### src/rtl/alu_muldiv.sv
// alu_muldiv: single-cycle ALU with an iterative unsigned multiply/divide
// unit. Multiply and divide results are written to HI/LO on completion.
module alu_muldiv #(
    parameter int WIDTH = 16
) (
    input  logic             clock_in,
    input  logic             reset_in,
    input  logic [WIDTH-1:0] a_in,
    input  logic [WIDTH-1:0] b_in,
    input  logic [3:0]       aluCtrl_in,
    input  logic             start_in,
    output logic [WIDTH-1:0] alu_out,
    output logic             zero_out,
    output logic             valid_out,
    output logic             busy_out,
    output logic             divZero_out,
    output logic [WIDTH-1:0] hi_out,
    output logic [WIDTH-1:0] lo_out
);

    localparam int CW = $clog2(WIDTH + 1);
    localparam logic [CW-1:0] LAST = CW'(WIDTH - 1);

    localparam logic [3:0] OP_AND   = 4'b0000;
    localparam logic [3:0] OP_OR    = 4'b0001;
    localparam logic [3:0] OP_ADD   = 4'b0010;
    localparam logic [3:0] OP_SUB   = 4'b0110;
    localparam logic [3:0] OP_SLT   = 4'b0111;
    localparam logic [3:0] OP_NOR   = 4'b1100;
    localparam logic [3:0] OP_MULTU = 4'b1000;
    localparam logic [3:0] OP_DIVU  = 4'b1001;
    localparam logic [3:0] OP_MFHI  = 4'b1010;
    localparam logic [3:0] OP_MFLO  = 4'b1011;

    typedef enum logic [1:0] {IDLE, MUL, DIV} state_t;

    state_t           state, state_next;
    logic [CW-1:0]    count, count_next;
    // acc_hi/acc_lo: partial product (MUL) or remainder/quotient (DIV)
    logic [WIDTH-1:0] acc_hi, acc_hi_next;
    logic [WIDTH-1:0] acc_lo, acc_lo_next;
    // opnd: multiplicand (MUL) or divisor (DIV), frozen for the whole operation
    logic [WIDTH-1:0] opnd, opnd_next;
    logic [WIDTH-1:0] hi_next, lo_next, alu_next;
    logic             zero_next, valid_next, divzero_next;

    logic [WIDTH-1:0] alu_result;
    logic             load;
    logic [WIDTH-1:0] load_value;

    // Shift-add step: add multiplicand when the multiplier LSB is set, then shift right
    logic [WIDTH:0]   mul_sum;
    logic [WIDTH-1:0] mul_hi_new, mul_lo_new;
    assign mul_sum    = {1'b0, acc_hi} + (acc_lo[0] ? {1'b0, opnd} : '0);
    assign mul_hi_new = mul_sum[WIDTH:1];
    assign mul_lo_new = {mul_sum[0], acc_lo[WIDTH-1:1]};

    // Restoring step: shift in next dividend bit, subtract divisor if it fits.
    // The remainder is always below the divisor, so the difference fits in WIDTH bits.
    logic [WIDTH:0]   div_shift;
    logic             div_fits;
    logic [WIDTH-1:0] div_rem_new, div_quo_new;
    assign div_shift   = {acc_hi, acc_lo[WIDTH-1]};
    assign div_fits    = (div_shift >= {1'b0, opnd});
    assign div_rem_new = div_fits ? (div_shift[WIDTH-1:0] - opnd) : div_shift[WIDTH-1:0];
    assign div_quo_new = {acc_lo[WIDTH-2:0], div_fits};

    assign busy_out = (state != IDLE);

    // Single-cycle ALU result for the current operation select
    always_comb begin
        alu_result = '0;
        case (aluCtrl_in)
            OP_AND:  alu_result = a_in & b_in;
            OP_OR:   alu_result = a_in | b_in;
            OP_ADD:  alu_result = a_in + b_in;
            OP_SUB:  alu_result = a_in - b_in;
            OP_SLT:  alu_result = {{(WIDTH-1){1'b0}}, (a_in < b_in)};
            OP_NOR:  alu_result = ~(a_in | b_in);
            OP_MFHI: alu_result = hi_out;
            OP_MFLO: alu_result = lo_out;
            default: alu_result = '0;
        endcase
    end

    // Next-state and next-output logic for the IDLE/MUL/DIV controller
    always_comb begin
        // NOTE: every signal gets a default first so no path leaves it unassigned (no latches).
        state_next   = state;
        count_next   = count;
        acc_hi_next  = acc_hi;
        acc_lo_next  = acc_lo;
        opnd_next    = opnd;
        hi_next      = hi_out;
        lo_next      = lo_out;
        divzero_next = divZero_out;
        load         = 1'b0;
        load_value   = '0;

        case (state)
            IDLE: begin
                if (start_in) begin
                    count_next = '0;
                    if (aluCtrl_in == OP_MULTU) begin
                        state_next  = MUL;
                        acc_hi_next = '0;
                        acc_lo_next = b_in;
                        opnd_next   = a_in;
                    end else if (aluCtrl_in == OP_DIVU) begin
                        if (b_in == '0) begin
                            hi_next      = a_in;
                            lo_next      = '1;
                            divzero_next = 1'b1;
                            load         = 1'b1;
                            load_value   = '1;
                        end else begin
                            state_next  = DIV;
                            acc_hi_next = '0;
                            acc_lo_next = a_in;
                            opnd_next   = b_in;
                        end
                    end else begin
                        load       = 1'b1;
                        load_value = alu_result;
                    end
                end
            end
            MUL: begin
                acc_hi_next = mul_hi_new;
                acc_lo_next = mul_lo_new;
                count_next  = count + CW'(1);
                if (count == LAST) begin
                    state_next = IDLE;
                    hi_next    = mul_hi_new;
                    lo_next    = mul_lo_new;
                    load       = 1'b1;
                    load_value = mul_lo_new;
                end
            end
            DIV: begin
                acc_hi_next = div_rem_new;
                acc_lo_next = div_quo_new;
                count_next  = count + CW'(1);
                if (count == LAST) begin
                    state_next   = IDLE;
                    hi_next      = div_rem_new;
                    lo_next      = div_quo_new;
                    divzero_next = 1'b0;
                    load         = 1'b1;
                    load_value   = div_quo_new;
                end
            end
            default: state_next = IDLE;
        endcase

        alu_next   = alu_out;
        zero_next  = zero_out;
        valid_next = 1'b0;
        if (load) begin
            alu_next   = load_value;
            zero_next  = (load_value == '0);
            valid_next = 1'b1;
        end
    end

    // State and output registers with synchronous reset
    always_ff @(posedge clock_in) begin
        // NOTE: non-blocking assignments so every register samples pre-edge values.
        if (reset_in) begin
            state       <= IDLE;
            count       <= '0;
            acc_hi      <= '0;
            acc_lo      <= '0;
            opnd        <= '0;
            hi_out      <= '0;
            lo_out      <= '0;
            alu_out     <= '0;
            zero_out    <= 1'b1;
            valid_out   <= 1'b0;
            divZero_out <= 1'b0;
        end else begin
            state       <= state_next;
            count       <= count_next;
            acc_hi      <= acc_hi_next;
            acc_lo      <= acc_lo_next;
            opnd        <= opnd_next;
            hi_out      <= hi_next;
            lo_out      <= lo_next;
            alu_out     <= alu_next;
            zero_out    <= zero_next;
            valid_out   <= valid_next;
            divZero_out <= divzero_next;
        end
    end

endmodule

### config.mk
export PLATFORM = sky130hd
export DESIGN_NAME = alu_muldiv
export DESIGN_NICKNAME = d
export VERILOG_FILES = /design/src/rtl/alu_muldiv.sv
export SDC_FILE = /design/constraint.sdc
export NUM_CORES = 1
export LEC_CHECK = 0
export CORE_MARGIN = 3
export CORE_UTILIZATION = 46
export CTS_CLUSTER_DIAMETER = 80
export DETAILED_ROUTE_END_ITERATION = 8
export DONT_BUFFER_PORTS = 1
export HOLD_SLACK_MARGIN = 0.1
export PLACE_DENSITY = 0.59
export SLEW_MARGIN = 20
export SYNTH_ARGS = -nofsm -noshare
export SYNTH_HDL_FRONTEND = slang
export SYNTH_SLANG_ARGS = --single-unit
### constraint.sdc
create_clock -name clock_in -period 6.4 [get_ports clock_in]
set_input_delay 1.28 -clock clock_in [delete_from_list [all_inputs] [get_ports clock_in]]
set_output_delay 1.28 -clock clock_in [all_outputs]
set_load 0.02 [all_outputs]
# Word level (Yosys, flattened, before mapping)
# Index checks and enable logic that the tools add are counted.
[classes]
bitwise = 3
mux = 58
n_lt_le_gt_ge = 2
n_addsub = 5
n_eq_ne = 22
n_reduce_logical = 16
[op_table]
columns = ["cell", "n"]
rows = [
  ["two-way mux 16 bit", 31],
  ["case mux 16 bit (3 select lines)", 5],
  ["case mux 16 bit (8 select lines)", 1],
  ["logical NOT 16 bit", 2],
  ["subtractor 16 bit", 2],
  ["== test 4 bit (second input constant)", 5],
  ["adder 16 x 16 -> 17 bit", 1],
  [">= comparator 17 x 16 -> 1 bit", 1],
  ["adder 16 bit", 1],
  ["bitwise AND 16 bit", 1],
  ["less-than comparator 16 bit", 1],
  ["NOT 16 bit", 1],
  ["bitwise OR 16 bit", 1],
  ["!= test 2 bit (second input constant)", 7],
  ["AND reduction 4 bit", 3],
  ["two-way mux 1 bit", 11],
  ["two-way mux 2 bit", 5],
  ["case mux 5 bit (2 select lines)", 1],
  ["== test 4 x 3 -> 1 bit (second input constant)", 2],
  ["nonzero test 2 bit", 4],
  ["AND reduction 7 bit", 1],
  ["!= test 3 bit (second input constant)", 2],
  ["AND reduction 6 bit", 1],
  ["adder 5 x 1 -> 5 bit (second input constant)", 1],
  ["14 further kinds", 15],
]
[totals]
in_bits = 39
reg_bits = 106

# Longest topological paths before layout
[logic_depth]
ltp_word = 8
ltp_mapped = 14

# Worst setup path before layout
# Ideal clock, no wire load.
[synth_timing]
path_kind = "input to register"
from = "input port a_in[0]"
to = "register zero_out"
n_path_buf = 0
required_ns = 6.341
path_slack_ns = 2.600
stages = 12
arrival_ns = 3.741
path_cell_list = "ha_1 -> fa_1 -> a211oi_2 -> nor2_1 -> a311o_1 -> o22ai_1 -> a2bb2oi_1 -> nor4_1 -> nand4_1 -> nor4bb_1 -> and3_1 -> a41o_1"
[synth_between]
elab_chain_len = 8
elab_cells_between_ends = 12
cone_classes = "add/sub (2); order compare (1); mux (5); bitwise (3); reduce/logical (1)"
[synth_lines]
columns = ["element", "line", "text"]
rows = [
  ["from (decl)", "8", "input logic [WIDTH-1:0] a_in,"],
  ["parallel branches: the longest is 2 deep, another holds subtractor 16 bit", "-", ""],
  ["case mux 16 bit (8 select lines) (*)", "73", "case (aluCtrl_in)"],
  ["two-way mux 16 bit (*)", "109", "end else if (aluCtrl_in == OP_DIVU) begin"],
  ["two-way mux 16 bit (*)", "104", "if (aluCtrl_in == OP_MULTU) begin"],
  ["two-way mux 16 bit (*)", "102", "if (start_in) begin"],
  ["case mux 16 bit (3 select lines) (*)", "100", "case (state)"],
  ["logical NOT 16 bit (*)", "161", "zero_next = (load_value == '0);"],
  ["to (signal assigned)", "190", "zero_out <= zero_next;"],
  ["to (decl)", "13", "output logic zero_out,"],
]
# Mark *: on every way between the ends.
# A chain may end at the register's enable or synchronous reset.

# Worst setup path after layout
[layout_timing]
from = "register acc_lo[0]"
to = "register hi_out[15]"
[layout_between]
elab_chain_len = 4
[layout_lines]
columns = ["element", "line", "text"]
rows = [
  ["from (decl)", "41", "logic [WIDTH-1:0] acc_lo, acc_lo_next;"],
  ["from (signal assigned)", "185", "acc_lo <= acc_lo_next;"],
  ["two-way mux 16 bit", "54", "assign mul_sum = {1'b0, acc_hi} + (acc_lo[0] ? {1'b0, opnd} : '0);"],
  ["adder 16 x 16 -> 17 bit", "54", ""],
  ["two-way mux 16 bit", "132", "if (count == LAST) begin"],
  ["case mux 16 bit (3 select lines)", "100", ""],
  ["to (signal assigned)", "187", "hi_out <= hi_next;"],
  ["to (decl)", "17", "output logic [WIDTH-1:0] hi_out,"],
]
# No other way between the ends. The select of a mux whose other input is x is not followed.

==> results by group <==
Critical path
  – CP startpoint: acc_lo[0]
  – CP required: 6640 ps
  – Worst Path Arrival: 4360 ps
  – Critical Path Max Stage Delay: 650 ps
  – Critical path's slowest cell: o41ai_1
  – Worst setup SP type: register
  – CP Capture Point: hi_out[15]
  – Cell repeated most along the worst path: o21ai_0
  – Crit-path cells: and2_1 > ha_1 > fa_1 > a21o_1 > a21oi_1 > o21ai_0 > nor3b_1 > o41ai_1 > o21ai_0 > a21boi_0 > nor3_1 > a211oi_1 > o21ai_0
  – Worst Path Class, Setup: reg -> reg
  – R2R cell count: 13
  – Reg2Reg Capture Point: hi_out[15]
  – Worst setup EP type: register
  – Critical path fanouts, max: 18
  – RR Startpoint: acc_lo[0]
  – Register-to-register setup slack: 2270 ps

STA
  – Hold slack: 457 ps
  – Final setup vio count: 0
  – Skew final: 12.7 ps
  – Worst Tran Pin Value: 1110 ps
  – Final worst path period share: 64.5%
  – Fmax: 242 MHz
  – Final Hold Violating Endpoints: 0
  – Fin Setup TNS: 0 ps
  – RSZ-0062 raised after global routing: false
  – Final setup margin: 2270 ps
  – Max Slew Vio Count: 0
  – Headroom to the max-slew limit: 26.0%
  – Min Tclk post-route: 4130 ps

Placement
  – Placed Instances: 1506
  – Hpwl dp: 28000 um
  – Dpl cell area: 0.00961 mm^2
  – Pre-CTS setup slack: 1980 ps
  – I/O Buffers: 0
  – RD Place Congestion: 0.982

Clock tree
  – CTS tree: built
  – Post-CTS Resized: 0
  – H-Tree Depth: 3
  – Clock Sinks: 106
  – Setup Buffers After CTS: 0
  – Worst-Skew Late Latency: 370 ps
  – Max Buffers Root-to-Sink: 2
  – Worst-path clk slew: 80 ps
  – CTS buffer count: 9
  – Hold buffers post-CTS: 0
  – Clock root buffer: clkbuf_16

Layout
  – Seq. cell area: 0.00212 mm^2
  – Ant. Diodes: 0
  – Most common cell after layout, fill and taps aside: nor2_1
  – Layout area overhead: 4.17%
  – Area taken by multi-input logic gates: 0.00677 mm^2
  – Commonest non-fill, non-tap cells in the layout: nor2_1 (165), a21oi_1 (142), dfxtp_1 (106), nand2_1 (102), ha_1 (88)
  – Nets: 1384
  – Fillers: 2062
  – Layout cells sized above 1: 4.61%
  – Finished Cell Area: 0.00991 mm^2
  – Post-route non-filler standard cell count: 1522
  – Post-layout util: 49.8%

Min path
  – Hold Path Class: reg -> reg
  – Hold wc startpoint: count[4]

Logic synthesis
  – Post-synthesis sequential area ratio: 22.3%
  – Yosys reg bits: 106
  – Average cell area after synthesis: 7.23 um^2
  – Number of flops mapped to enable cells by yosys: 0
  – Main synth FF type: dfxtp_1
  – Distinct cells, synth: 82
  – Cell Area, Synth: 0.00952 mm^2
  – Syn Nets: 1448
  – Synthesis warning total: 0
  – Cells after synthesis: 1316
  – Asr flop ratio synth: 0%

Floorplanning
  – Core area: 0.0199 mm^2
  – Core Rows: 51
  – Chip width: 150 um
  – Die Area: 0.0224 mm^2
  – Ports: 91
  – Die height: 150 um
  – Initial Utilization: 47.8%

Drt
  – Vias: 9803
  – Drt wl/cell: 23.9 um
  – Vias per cell: 6.44
  – DRC violations left: 0
  – Total iterations of the first detailed-routing run: 6
  – Post-route ant nets: 0
  – Drt first-iter violations: 1181
  – Drt total wl: 36400 um

Power and ir drop
  – Cell Pwr Density: 185 mW/mm^2
  – Peak supply drop: 0.000126 V
  – Pleak: 3.75 nW
  – Tot Pwr: 1.83 mW

Global route
  – Vias in the first global route: 9079
  – Total global routing overflow: 0
  – Largest net degree at the start of global routing: 93
  – Initial antenna violation count: 1
  – Total Routing Usage GR: 32.1%
  – Global-route wire length before repair: 55400 um

Run status
  – Outcome: completed

Run
  – Max_cap viols: 0
## sequential cells by signal, indices dropped and copies added, names as in the netlist
register,flops
acc_hi,16
acc_lo,16
alu_out,16
hi_out,16
lo_out,16
opnd,16
count,5
state,2
divZero_out,1
valid_out,1
zero_out,1
## Yosys cell counts (all sizes together), types with 8 or more instances
library cell	instances	share of area, %
o21a	12	0.95
or2	9	0.59
ha	89	12
dfxtp	106	22
nor3	31	1.6
and3	8	0.53
o21ai	66	3.5
a311oi	16	1.6
nand3	37	1.9
nor4	16	1.1
xor2	15	1.4
xnor2	17	1.6
mux2i	11	1.2
buf	17	0.89
a22oi	25	2.0
o211ai	23	1.8
a31oi	11	0.72
a21o	13	1.0
nor2b	17	1.1
nand4	8	0.53
clkbuf	70	2.8
a211oi	52	4.3
a21oi	143	7.5
inv	79	3.1
nand2b	12	0.79
nor2	166	6.5
o22ai	9	0.59
a221oi	9	0.83
nand2	102	4.0
and2	19	1.2
## kinds of logic after synthesis
family	after synthesis	share of synthesized area, %
simple gates	453	22.5
compound gates	452	31.5
buf+inv	167	6.81
flops	106	22.3
fa+ha+maj	93	12.5
xor+xnor	32	2.95
mux	13	1.39
## critical path, delay by kind of cell (launching register included)
kind | cells | cell delay (ps)
compound gates | 8 | 2290
fa+ha+maj | 2 | 650
simple gates | 3 | 520
flops | 1 | 540
## how the worst min path moves through the flow
stage / slack, ps / depth (start not counted) / endpoint
4_1_cts: 460 / 2 / count[4]
3_3_place_gp: 440 / 2 / count[4]
6_report: 460 / 2 / count[4]
3_5_place_dp: 450 / 2 / count[4]
5_1_grt: 480 / 2 / count[4]
2_1_floorplan: 430 / 2 / count[4]
## metal layers
metal,GRT usage (%),up-vias,part of all wire [%]
li1,-,4659,-
met1,42.3,4592,42
met2,50.4,468,44
met3,6.94,82,9.1
met4,14.1,2,5.0
met5,0,-,0.036
## area by class of cell
cell class | instances | area share (%)
well taps | 265 | 3.35
clock inverters | 7 | 0.732
flip-flops and latches | 106 | 21.4
clock buffers | 9 | 2.27
inverters | 80 | 3.03
multi-input cells | 1043 | 68.3
repair buffers | 12 | 0.909
## report_power, final
part	switching, mW	internal [mW]
combinational	0.320	0.205
clock	0.301	0.277
sequential	0.0453	0.685
Note: power is estimated with default switching activity, not from simulation.
